==> src/rtl/cpu_defs.sv <==
// Shared CPU definitions: branch funct3 encodings, datapath width, PC increment and
// compare-mode codes.
package cpu_defs;

  localparam int unsigned XLEN = 32;
  localparam logic [XLEN-1:0] PC_STEP = 32'd4;

  typedef enum logic [2:0] {
    BR_BEQ  = 3'b000,
    BR_BNE  = 3'b001,
    BR_BLT  = 3'b100,
    BR_BGE  = 3'b101,
    BR_BLTU = 3'b110,
    BR_BGEU = 3'b111
  } br_funct3_e;

  typedef enum logic [1:0] {
    SIGNED   = 2'b00,
    UNSIGNED = 2'b01
  } cmp_op_e;

  // funct3[1] separates the unsigned (BLTU/BGEU) from the signed less-than branches
  function automatic cmp_op_e cmp_op_of(input logic [2:0] funct3);
    return funct3[1] ? UNSIGNED : SIGNED;
  endfunction

endpackage

==> src/rtl/branch_resolve_unit_if.sv <==
// Branch request/result bundle between issue, the resolve unit and the fetch/PC side.
interface branch_resolve_unit_if #(
  parameter int unsigned XLEN = cpu_defs::XLEN
);
  logic            valid_i;
  logic            ready_o;
  logic [2:0]      funct3_i;
  logic [XLEN-1:0] op_a_i;
  logic [XLEN-1:0] op_b_i;
  logic [XLEN-1:0] pc_i;
  logic [XLEN-1:0] imm_i;
  logic            pred_taken_i;
  logic            valid_o;
  logic            ready_i;
  logic            taken_o;
  logic [XLEN-1:0] target_o;
  logic            redirect_o;
  logic [XLEN-1:0] redirect_pc_o;
  logic            illegal_o;
  logic            misalign_o;

  modport master (
    output valid_i, funct3_i, op_a_i, op_b_i, pc_i, imm_i, pred_taken_i, ready_i,
    input  ready_o, valid_o, taken_o, target_o, redirect_o, redirect_pc_o, illegal_o,
           misalign_o
  );

  modport slave (
    input  valid_i, funct3_i, op_a_i, op_b_i, pc_i, imm_i, pred_taken_i, ready_i,
    output ready_o, valid_o, taken_o, target_o, redirect_o, redirect_pc_o, illegal_o,
           misalign_o
  );
endinterface

==> src/rtl/branch_resolve_unit_cmp.sv <==
// Combinational branch comparator: equality, signed and unsigned less-than, using the
// same sign-bit / difference scheme as the ALU.
module branch_cmp #(
  parameter int unsigned XLEN = cpu_defs::XLEN
) (
  input  logic [XLEN-1:0] op_a,
  input  logic [XLEN-1:0] op_b,
  output logic            eq,
  output logic            lt_s,
  output logic            lt_u
);
  logic [XLEN-1:0] diff;

  always_comb begin
    diff = op_a - op_b;
    eq   = (diff == '0);
    // Differing signs decide directly; otherwise the difference cannot overflow
    lt_s = (op_a[XLEN-1] ^ op_b[XLEN-1]) ? op_a[XLEN-1] : diff[XLEN-1];
    lt_u = (op_a < op_b);
  end
endmodule

==> src/rtl/branch_resolve_unit.sv <==
// Branch resolve unit: compares operands, computes target/next PC and mispredict redirect
// behind a one-entry valid/ready output register. BRANCH_STATS_EN adds branch counters.
module branch_resolve_unit
  import cpu_defs::*;
#(
  parameter int unsigned     XLEN    = cpu_defs::XLEN,
  parameter logic [XLEN-1:0] PC_STEP = cpu_defs::PC_STEP
`ifdef BRANCH_STATS_EN
  ,
  parameter int unsigned     CNT_W   = 32
`endif
) (
  input  logic                   clk_i,
  input  logic                   rst_i,
  input  logic                   flush_i,
  branch_resolve_unit_if.slave   br
`ifdef BRANCH_STATS_EN
  ,
  output logic [CNT_W-1:0]       br_count_o,
  output logic [CNT_W-1:0]       mispredict_count_o
`endif
);

  logic            eq, lt_s, lt_u, lt;
  logic            accept;
  logic            taken_d, illegal_d, misalign_d, redirect_d;
  logic [XLEN-1:0] target_d, fallthrough, redirect_pc_d;

  logic            valid_q, taken_q, illegal_q, misalign_q, redirect_q;
  logic [XLEN-1:0] target_q, redirect_pc_q;

  branch_cmp #(
    .XLEN (XLEN)
  ) u_cmp (
    .op_a (br.op_a_i),
    .op_b (br.op_b_i),
    .eq   (eq),
    .lt_s (lt_s),
    .lt_u (lt_u)
  );

  assign br.ready_o = !valid_q || br.ready_i;
  assign accept     = br.valid_i && br.ready_o && !flush_i;

  always_comb begin
    lt        = (cmp_op_of(br.funct3_i) == UNSIGNED) ? lt_u : lt_s;
    taken_d   = 1'b0;
    illegal_d = 1'b0;
    unique case (br.funct3_i)
      BR_BEQ:  taken_d = eq;
      BR_BNE:  taken_d = !eq;
      BR_BLT,
      BR_BLTU: taken_d = lt;
      BR_BGE,
      BR_BGEU: taken_d = !lt;
      default: illegal_d = 1'b1;
    endcase
    target_d      = br.pc_i + br.imm_i;
    fallthrough   = br.pc_i + PC_STEP;
    misalign_d    = taken_d && (target_d[1:0] != 2'b00);
    // A misaligned target raises an exception instead of redirecting fetch
    redirect_d    = (taken_d != br.pred_taken_i) && !illegal_d && !misalign_d;
    redirect_pc_d = taken_d ? target_d : fallthrough;
  end

  always_ff @(posedge clk_i) begin
    if (rst_i) begin
      valid_q       <= 1'b0;
      taken_q       <= 1'b0;
      illegal_q     <= 1'b0;
      misalign_q    <= 1'b0;
      redirect_q    <= 1'b0;
      target_q      <= '0;
      redirect_pc_q <= '0;
    end else if (accept) begin
      valid_q       <= 1'b1;
      taken_q       <= taken_d;
      illegal_q     <= illegal_d;
      misalign_q    <= misalign_d;
      redirect_q    <= redirect_d;
      target_q      <= target_d;
      redirect_pc_q <= redirect_pc_d;
    end else if (flush_i || br.ready_i) begin
      valid_q       <= 1'b0;
    end
  end

  assign br.valid_o       = valid_q;
  assign br.taken_o       = taken_q;
  assign br.illegal_o     = illegal_q;
  assign br.misalign_o    = misalign_q;
  assign br.redirect_o    = redirect_q;
  assign br.target_o      = target_q;
  assign br.redirect_pc_o = redirect_pc_q;

`ifdef BRANCH_STATS_EN
  logic             consume;
  logic [CNT_W-1:0] br_cnt_q, mis_cnt_q;

  // A flushed result is discarded, not consumed
  assign consume = valid_q && br.ready_i && !flush_i && !illegal_q;

  always_ff @(posedge clk_i) begin
    if (rst_i) begin
      br_cnt_q  <= '0;
      mis_cnt_q <= '0;
    end else if (consume) begin
      if (br_cnt_q != '1) br_cnt_q <= br_cnt_q + 1'b1;
      if (redirect_q && (mis_cnt_q != '1)) mis_cnt_q <= mis_cnt_q + 1'b1;
    end
  end

  assign br_count_o         = br_cnt_q;
  assign mispredict_count_o = mis_cnt_q;
`endif

endmodule

==> src/flat_wrapper.sv <==
// flat-port wrapper written by rule: the top's interface ports become plain ports
module branch_resolve_unit_flat import cpu_defs::*;
#(
  parameter int unsigned     XLEN    = cpu_defs::XLEN,
  parameter logic [XLEN-1:0] PC_STEP = cpu_defs::PC_STEP

)
  (clk_i, rst_i, flush_i, br_valid_i, br_funct3_i, br_op_a_i, br_op_b_i, br_pc_i, br_imm_i, br_pred_taken_i, br_ready_i, br_ready_o, br_valid_o, br_taken_o, br_target_o, br_redirect_o, br_redirect_pc_o, br_illegal_o, br_misalign_o);
  branch_resolve_unit_if #(.XLEN(XLEN)) br_i ();
  input  logic clk_i;
  input  logic rst_i;
  input  logic flush_i;
  input wire logic [$bits(br_i.valid_i)-1:0] br_valid_i;
  input wire logic [$bits(br_i.funct3_i)-1:0] br_funct3_i;
  input wire logic [$bits(br_i.op_a_i)-1:0] br_op_a_i;
  input wire logic [$bits(br_i.op_b_i)-1:0] br_op_b_i;
  input wire logic [$bits(br_i.pc_i)-1:0] br_pc_i;
  input wire logic [$bits(br_i.imm_i)-1:0] br_imm_i;
  input wire logic [$bits(br_i.pred_taken_i)-1:0] br_pred_taken_i;
  input wire logic [$bits(br_i.ready_i)-1:0] br_ready_i;
  output wire logic [$bits(br_i.ready_o)-1:0] br_ready_o;
  output wire logic [$bits(br_i.valid_o)-1:0] br_valid_o;
  output wire logic [$bits(br_i.taken_o)-1:0] br_taken_o;
  output wire logic [$bits(br_i.target_o)-1:0] br_target_o;
  output wire logic [$bits(br_i.redirect_o)-1:0] br_redirect_o;
  output wire logic [$bits(br_i.redirect_pc_o)-1:0] br_redirect_pc_o;
  output wire logic [$bits(br_i.illegal_o)-1:0] br_illegal_o;
  output wire logic [$bits(br_i.misalign_o)-1:0] br_misalign_o;
  assign br_i.valid_i = br_valid_i;
  assign br_i.funct3_i = br_funct3_i;
  assign br_i.op_a_i = br_op_a_i;
  assign br_i.op_b_i = br_op_b_i;
  assign br_i.pc_i = br_pc_i;
  assign br_i.imm_i = br_imm_i;
  assign br_i.pred_taken_i = br_pred_taken_i;
  assign br_i.ready_i = br_ready_i;
  assign br_ready_o = br_i.ready_o;
  assign br_valid_o = br_i.valid_o;
  assign br_taken_o = br_i.taken_o;
  assign br_target_o = br_i.target_o;
  assign br_redirect_o = br_i.redirect_o;
  assign br_redirect_pc_o = br_i.redirect_pc_o;
  assign br_illegal_o = br_i.illegal_o;
  assign br_misalign_o = br_i.misalign_o;
  branch_resolve_unit #(.XLEN(XLEN), .PC_STEP(PC_STEP)) u_core (.clk_i(clk_i), .rst_i(rst_i), .flush_i(flush_i), .br(br_i));
endmodule
==> config.mk <==
export PLATFORM = sky130hd
export DESIGN_NAME = branch_resolve_unit_flat
export DESIGN_NICKNAME = d
export VERILOG_FILES = /design/src/rtl/cpu_defs.sv /design/src/rtl/branch_resolve_unit_if.sv /design/src/rtl/branch_resolve_unit_cmp.sv /design/src/rtl/branch_resolve_unit.sv /design/src/flat_wrapper.sv
export SDC_FILE = /design/constraint.sdc
export NUM_CORES = 1
export LEC_CHECK = 0
export CAP_MARGIN = 30
export CORE_ASPECT_RATIO = 1.2
export CORE_MARGIN = 2
export CORE_UTILIZATION = 35
export DETAILED_ROUTE_END_ITERATION = 7
export GPL_ROUTABILITY_DRIVEN = 0
export PLACE_DENSITY_LB_ADDON = 0.08
export SYNTH_ARGS = -nofsm -noshare
export SYNTH_HDL_FRONTEND = slang
export SYNTH_HIERARCHICAL = 1
export SYNTH_SLANG_ARGS = --single-unit
==> constraint.sdc <==
create_clock -name clk_i -period 5.89 [get_ports clk_i]
set_input_delay 1.178 -clock clk_i [delete_from_list [all_inputs] [get_ports clk_i]]
set_output_delay 1.178 -clock clk_i [all_outputs]
set_load 0.05 [all_outputs]
==> results by group, run 1 <==
Logic synthesis
  – Yosys reg bits: 69
  – Syn Inst Count: 890
  – Simple-gate share of the synthesized area: 22.6%
  – Leading area contributor after synthesis: dfxtp_1
  – Warnings from Yosys: 6
  – Synth top area share: 21.1%
  – Yosys cell types: 72
  – Number of synthesized flops with an enable pin: 0
  – Mux contribution to synthesized area: 1.61%
  – Sequential-to-total area share from yosys stat: 21.1%
  – Top post-synthesis cells by area: dfxtp_1, ha_1, a21oi_1
  – Synth Flop Type: dfxtp_1
  – Adder-cell share of the synthesized area: 12.8%
  – Post-Synth XOR/XNOR Area: 8.43%
  – Syn_area_per_cell: roughly 7.4 um2
  – Syn nets: between 1000 and 1500
  – Post-Synthesis Cell Area: 0.00654 mm2
  – Compound-cell area share of the yosys netlist: about 28%
  – Share of flip-flops with an asynchronous set or reset: 0%
  – Largest family of logic cells by synthesized area: compound AO/OA/AOI/OAI gates

STA
  – Actual slew at the worst max-slew pin: 0.662 ns
  – Max-slew violations: 0
  – Fin Clk Skew: between 0.008 and 0.009 ns
  – RSZ-0062 raised after global routing: true
  – Final setup fails: 0
  – Fin Setup TNS: 0 ns
  – Final min period: around 5.7 ns
  – Slew headroom: around 56%
  – Final period utilization: between 90% and 100%
  – Final hold violations: 0
  – Hold_ws: around 0.44 ns
  – Maximum clock rate: ~0.17 GHz

Drt
  – Drt wl/cell: ~17 um
  – Met3 Routed Length: around 1500 um
  – DRC violations left: 0
  – Via density: between 5 and 6
  – Antenna Nets Post-Route: 0
  – DRT iter0 DRCs: around 390
  – DRT Wirelength: around 23000 um
  – M1 WL: just under 10000 um
  – Drt first pass iters: 5
  – Met2 wire len: about 12000 um
  – Top routing layer in use: met5
  – Via count: 7517

Worst setup path
  – Largest stage delay on the critical path: approximately 0.50 ns
  – CP startpoint kind: input pin
  – Critical path arrival: around 6.0 ns
  – Worst Setup Path Type: in2reg
  – Worst setup EP type: flop
  – Critical Path RT: a little over 6 ns
  – Worst path slowest cell: fa_1
  – Worst-path maximum fanout: 8
  – Cells on worst reg2reg path: 7

Worst hold path
  – Worst Hold Class: reg2reg
  – Cells on Worst Hold Path: 2

Floorplanning
  – Die Area: around 0.020 mm2
  – Io pins: 207
  – Die Y: approximately 150 um
  – # rows: 54
  – Die width: around 130 um
  – Initial Util: 35.9%
  – Core area: 0.0182 mm2

CTS
  – CTS Hold Bufs: 0
  – CTS tree: built
  – Reg clk slew, reported paths: roughly 0.06 ns
  – CTS H-tree lvls: 3
  – Max clock buf depth: 2
  – Total CTS buffers: 9
  – CTS Sinks: 69
  – Root buffer cell: clkbuf_16
  – Skew-Pair Late Insertion Delay: 0.33 ns

GRT
  – Congestion Overflow GR: 0
  – Global-route usage over all layers: a little under a quarter
  – Initial antenna violation count: 1
  – First-pass GRT wire length: around 37000 um
  – Number of global-route vias before repair: around 7200
  – Largest net degree at the start of global routing: 63

Cells and area
  – Most common cell after layout, fill and taps aside: clkdlybuf4s50_1
  – Layout cells sized above 1: around a quarter
  – Area Growth Syn to Fin: 60.6%
  – Commonest cells after routing, fill and taps aside: clkdlybuf4s50_1, nand2_1, a21oi_1, buf_4, dfxtp_1
  – Number of diodes: 0
  – Final net count: around 1400

Power
  – Power Dens Cells: ~200 mW/mm2
  – Peak supply drop: around 130 uV
  – Leak: 4.43 nW

Placement
  – IO Port Bufs: approximately 200
  – HPWL Detailed: ~18000 um

Outcome
  – Status: finished, final reports clean

Flow run
  – Max-cap violation count: 0
through the flow:
step	instances	worst slack (ns)	util (%)	total power, W	area (um2)
2_1_floorplan	890	-0.0220	-	0.00106	6560
3_3_place_gp	1365	-0.660	51.4	0.00142	9380
3_5_place_dp	1365	-0.814	51.4	0.00142	9380
4_1_cts	1395	0.00389	56.2	0.00208	10200
5_1_grt	1408	-0.213	57.6	0.00223	10500
6_report	1408	0.153	57.6	0.00211	10500
worst max-delay path: cells and delay by family:
kind	cells	cell delay, ns
AOI/OAI and AO/OA	12	2.05
xor gates and xnor gates	1	0.16
adders and majority gates	2	0.76
buffers and inverters	3	0.28
and+or+nand+nor	11	1.59
report_power, final:
| part | leakage (nW) | internal [W] | switching [W] |
|---|---|---|---|
| clock | 0.152 | 0.000372 | 0.000218 |
| sequential | 0.565 | 0.000502 | 0.0000207 |
| combinational | 3.71 | 0.000448 | 0.000554 |
cells in the mapped netlist (all sizes together) (5+ instances only):
| library cell | count |
|---|---|
| nand2 | 123 |
| a21oi | 109 |
| dfxtp | 69 |
| ha | 64 |
| nor2 | 59 |
| inv | 53 |
| o21ai | 53 |
| xor2 | 35 |
| clkbuf | 30 |
| a21o | 28 |
| xnor2 | 28 |
| nand3 | 23 |
| nand4 | 20 |
| nor3 | 18 |
| and3 | 16 |
| o211ai | 15 |
| nand2b | 11 |
| nor2b | 10 |
| o21bai | 10 |
| a31oi | 9 |
| mux2i | 9 |
| a211oi | 7 |
| a32oi | 6 |
| buf | 5 |
| or2 | 5 |
| or3 | 5 |
per-layer routing:
metal / vias up / GRT usage [%]
met5: - / 0
met4: 2 / 8.44
met3: 41 / 4.59
met2: 237 / 40.2
met1: 3432 / 27.6
li1: 3805 / -
final timing paths:
kind         slack [ns]                           to                        start
max reg2reg        3.80  u_core/br.redirect_pc_o[28]            u_core/br.valid_o
max                0.15         u_core/br.redirect_o                 br_op_b_i[1]
min                0.44  u_core/br.redirect_pc_o[26]  u_core/br.redirect_pc_o[26]
min reg2reg        0.44  u_core/br.redirect_pc_o[26]  u_core/br.redirect_pc_o[26]
state kept, by name (all words and copies together), names as in the netlist:
name and count:
u_core/br.redirect_pc_o 32, u_core/br.illegal_o 1, u_core/br.target_o 32, u_core/br.valid_o 1, u_core/br.misalign_o 1, u_core/br.taken_o 1
u_core/br.redirect_o 1
cell families after synthesis:
logic type / count (synthesis)
simple gates: 309
xor+xnor: 63
flops: 69
buf+inv: 88
mux: 10
compound gates: 285
fa+ha+maj: 66
final cells by class:
| cell class | count | area (um2) |
|---|---|---|
| flip-flops and latches | 69 | 1380 |
| clock inverters | 7 | 97.6 |
| clock buffers | 9 | 225 |
| well taps | 224 | 280 |
| repair buffers | 313 | 2850 |
| inverters | 53 | 201 |
| multi-input cells | 733 | 5480 |
| fillers | 1720 | 7730 |
repair_timing:
item                                    in CTS  in global routing
gates cloned                                 1                  0
pin swaps                                   37                 46
endpoints found under the setup margin      35                 35
setup buffers                               13                 14
resized for setup                          137                145
No activity file was read; power rests on OpenSTA's default activity.
==> inputs of run 2 (changes only) <==
CORE_UTILIZATION = 43   (was 35)
SLEW_MARGIN = 10   (was default)
==> run 2 against run 1 <==
Effect of this change: the run now ends with negative setup slack left; first-iteration DRC count up 13%; setup slack worse by 0.29 ns; sequential power about the same; critical path depth up 7; fmax down 4.9%; worst hold slack about the same; power up 3.8%; clock-buffer cell count unchanged; non-clock buffer count up 48.
==> results by group, run 2 (synthesis results as in run 1) <==
Worst hold path
  – Cells on Worst Hold Path: 2 (unchanged)
  – Hold endpoint: u_core/br.redirect_pc_o[26] (unchanged)
  – Worst Hold Class: reg2reg (unchanged)
  – Worst hold start: u_core/br.redirect_pc_o[26] (unchanged)

Floorplanning
  – Io pins: 207 (unchanged)
  – Die width: 117 um (was 129 um)
  – Core area: 0.0150 mm2 (was 0.0182 mm2)
  – Die Y: 139 um (was 154 um)
  – Initial Util: 43.7% (was 35.9%)
  – Die Area: 0.0162 mm2 (was 0.0198 mm2)
  – # rows: 49 (was 54)

Drt
  – DRC violations left: 0 (unchanged)
  – DRT Wirelength: 24900 um (was 23500 um)
  – Antenna Nets Post-Route: 0 (unchanged)
  – Via density: 5.55 (was 5.34)
  – Via count: 7970 (was 7517)
  – Drt first pass iters: 5 (unchanged)
  – DRT iter0 DRCs: 443 (was 391)
  – Drt wl/cell: 17.3 um (was 16.7 um)

GRT
  – Number of global-route vias before repair: 7521 (was 7238)
  – Initial antenna violation count: 0 (was 1)
  – Congestion Overflow GR: 0 (unchanged)
  – First-pass GRT wire length: 36900 um (was 36500 um)
  – Largest net degree at the start of global routing: 64 (was 63)
  – Global-route usage over all layers: 28.5% (was 23.0%)

CTS
  – CTS Hold Bufs: 0 (unchanged)
  – CTS Sinks: 69 (unchanged)
  – CTS tree: built (unchanged)
  – Skew-Pair Late Insertion Delay: 0.33 ns (about the same)
  – Root buffer cell: clkbuf_16 (unchanged)
  – Total CTS buffers: 9 (unchanged)
  – CTS H-tree lvls: 3 (unchanged)
  – Reg clk slew, reported paths: 0.06 ns (about the same)
  – Max clock buf depth: 2 (unchanged)

Power
  – Peak supply drop: 132 uV (was 131 uV)
  – Power share of the clock group: 28.1% (was 27.9%)
  – Pint: 0.00139 W (was 0.00132 W)
  – Power Dens Cells: 201 mW/mm2 (about the same)
  – Leak: 4.63 nW (was 4.43 nW)
  – Switching pwr: 0.000806 W (was 0.000792 W)
  – Sw Share: 36.7% (was 37.5%)
  – Design Power: 0.00220 W (was 0.00211 W)
  – Logic pwr share: 48.1% (was 47.4%)
  – Seq pwr share: 23.8% (was 24.7%)

Cells and area
  – Multi-input logic area: 0.00554 mm2 (was 0.00548 mm2)
  – Non-Filler Instances: 1435 (was 1408)
  – Number of diodes: 0 (unchanged)
  – Register Area: 0.00138 mm2 (unchanged)
  – Commonest cells after routing, fill and taps aside: clkdlybuf4s50_1, buf_4, nand2_1 (was clkdlybuf4s50_1, nand2_1, a21oi_1, buf_4, dfxtp_1)
  – Area Growth Syn to Fin: 67.1% (was 60.6%)
  – Layout cells sized above 1: 27.2% (was 24.1%)
  – Most common cell after layout, fill and taps aside: clkdlybuf4s50_1 (unchanged)
  – Final core utilization: 73.1% (was 57.6%)
  – Final net count: 1430 (was 1382)
  – Fillers: 1184 (was 1720)

Worst setup path
  – Largest stage delay on the critical path: 0.41 ns (was 0.50 ns)
  – Critical Path RT: 6.15 ns (was 6.16 ns)
  – Worst-path maximum fanout: 8 (unchanged)
  – R2r setup slk: 3.63 ns (was 3.80 ns)
  – Worst setup EP type: flop (unchanged)
  – R2r endpoint: u_core/br.redirect_pc_o[28] (unchanged)
  – Worst Setup Path Type: in2reg (unchanged)
  – Most frequent CP cell: buf_4
  – Cells on worst reg2reg path: 8 (was 7)
  – Critical path arrival: 6.29 ns (was 6.01 ns)
  – CP startpoint kind: input pin (unchanged)
  – RR Startpoint: u_core/br.valid_o (unchanged)
  – Worst path slowest cell: o31a_4 (was fa_1)

STA
  – Actual slew at the worst max-slew pin: 0.818 ns (was 0.662 ns)
  – Final setup fails: 29 (was 0)
  – Final period utilization: 102% (was 97.4%)
  – Hold_ws: 0.436 ns (was 0.435 ns)
  – Fin Clk Skew: 0.00529 ns (was 0.00832 ns)
  – Min setup slack post-route: -0.139 ns (was 0.153 ns)
  – Slew headroom: 45.0% (was 55.9%)
  – Fin Setup TNS: -1.51 ns (was 0 ns)
  – Maximum clock rate: 0.166 GHz (was 0.174 GHz)
  – Max-slew violations: 0 (unchanged)
  – Final hold violations: 0 (unchanged)
  – RSZ-0062 raised after global routing: true (unchanged)
  – Final min period: 6.03 ns (was 5.74 ns)

Placement
  – Dpl cells: 1346 (was 1365)
  – IO Port Bufs: 206 (unchanged)
  – HPWL Detailed: 17000 um (was 18000 um)

Outcome
  – Failing checks: negative setup slack
  – Status: finished with violations (was finished, final reports clean)

Flow run
  – Max-cap violation count: 0 (unchanged)
run 2: cell count changes in the layout (fill, tap and decap cells not counted), sizes merged:
| cell | previous run | this run |
|---|---|---|
| buf | 116 | 164 |
| dlymetal6s2s | 10 | 4 |
| dlygate4sd2 | 6 | 11 |
| clkdlybuf4s50 | 151 | 153 |
| clkinvlp | 2 | 0 |
| bufinv | 2 | 3 |
| clkbuf | 33 | 32 |
| clkinv | 2 | 3 |
| inv | 54 | 53 |
run 2: worst max path at each step:
stage | slack (ns) | endpoint | startpoint | depth (start not counted)
floorplan | -0.02 | u_core/br.redirect_pc_o[31] | br_op_b_i[1] | 27
global placement | -0.55 | u_core/br.redirect_pc_o[28] | br_op_b_i[12] | 26
detailed placement | -0.69 | u_core/br.redirect_pc_o[28] | br_op_b_i[7] | 27
CTS | -0.006 | u_core/br.redirect_o | br_op_b_i[18] | 29
global route | -0.42 | u_core/br.redirect_o | br_op_b_i[16] | 29
finish | -0.14 | u_core/br.redirect_o | br_op_b_i[18] | 36
run 2: power by group through the flow:
stage               Combinational, W  Sequential, W  Clock (W)
floorplan                   0.000413       0.000650          0
global placement            0.000874       0.000532          0
detailed placement          0.000878       0.000533          0
CTS                         0.000951       0.000523   0.000620
global route                 0.00113       0.000527   0.000642
finish                       0.00106       0.000523   0.000617
run 2: area by class of cell:
cell class,instances,share of cell area [%]
Sequential cell,69,12.6
Timing Repair Buffer,361,29.5
Multi-Input combinational cell,733,50.6
Clock buffer,9,2.06
Inverter,53,1.86
Clock inverter,6,1.03
Tap cell,204,2.33
run 2: through the flow:
stage                     instance area, um2  worst slack [ns]
after floorplan                         6560           -0.0220
after global placement                  9350            -0.549
after detailed placement                9350            -0.693
after CTS                              10500          -0.00580
after global routing                   10900            -0.417
final                                  10900            -0.139
run 2: worst max-delay path: cells and delay by family:
kind	cells	cell delay, ns
buffers and inverters	19	2.23
AOI/OAI and AO/OA	7	1.25
and+or+nand+nor	7	1.00
adders and majority gates	1	0.29
muxes	1	0.21
xor gates and xnor gates	1	0.13
run 2: repair_timing:
item	CTS	global route
setup buffers	52	17
setup endpoints to repair	35	35
cloned	2	1
resized for setup	156	139
pin swaps	30	50
run 2: routing by layer:
metal | track usage, % | wire [um] | up-vias
met5 | 0 | 0 | -
met4 | 13.3 | 1220 | 0
met3 | 4.68 | 1480 | 81
met2 | 50.6 | 12600 | 332
met1 | 32.6 | 9560 | 3655
li1 | - | - | 3902
==> inputs of run 3 (changes only) <==
HOLD_SLACK_MARGIN = 0.08   (was default)
==> results of run 3 <==
Same layout as run 2: the final DEF is identical, and so are final timing and power.
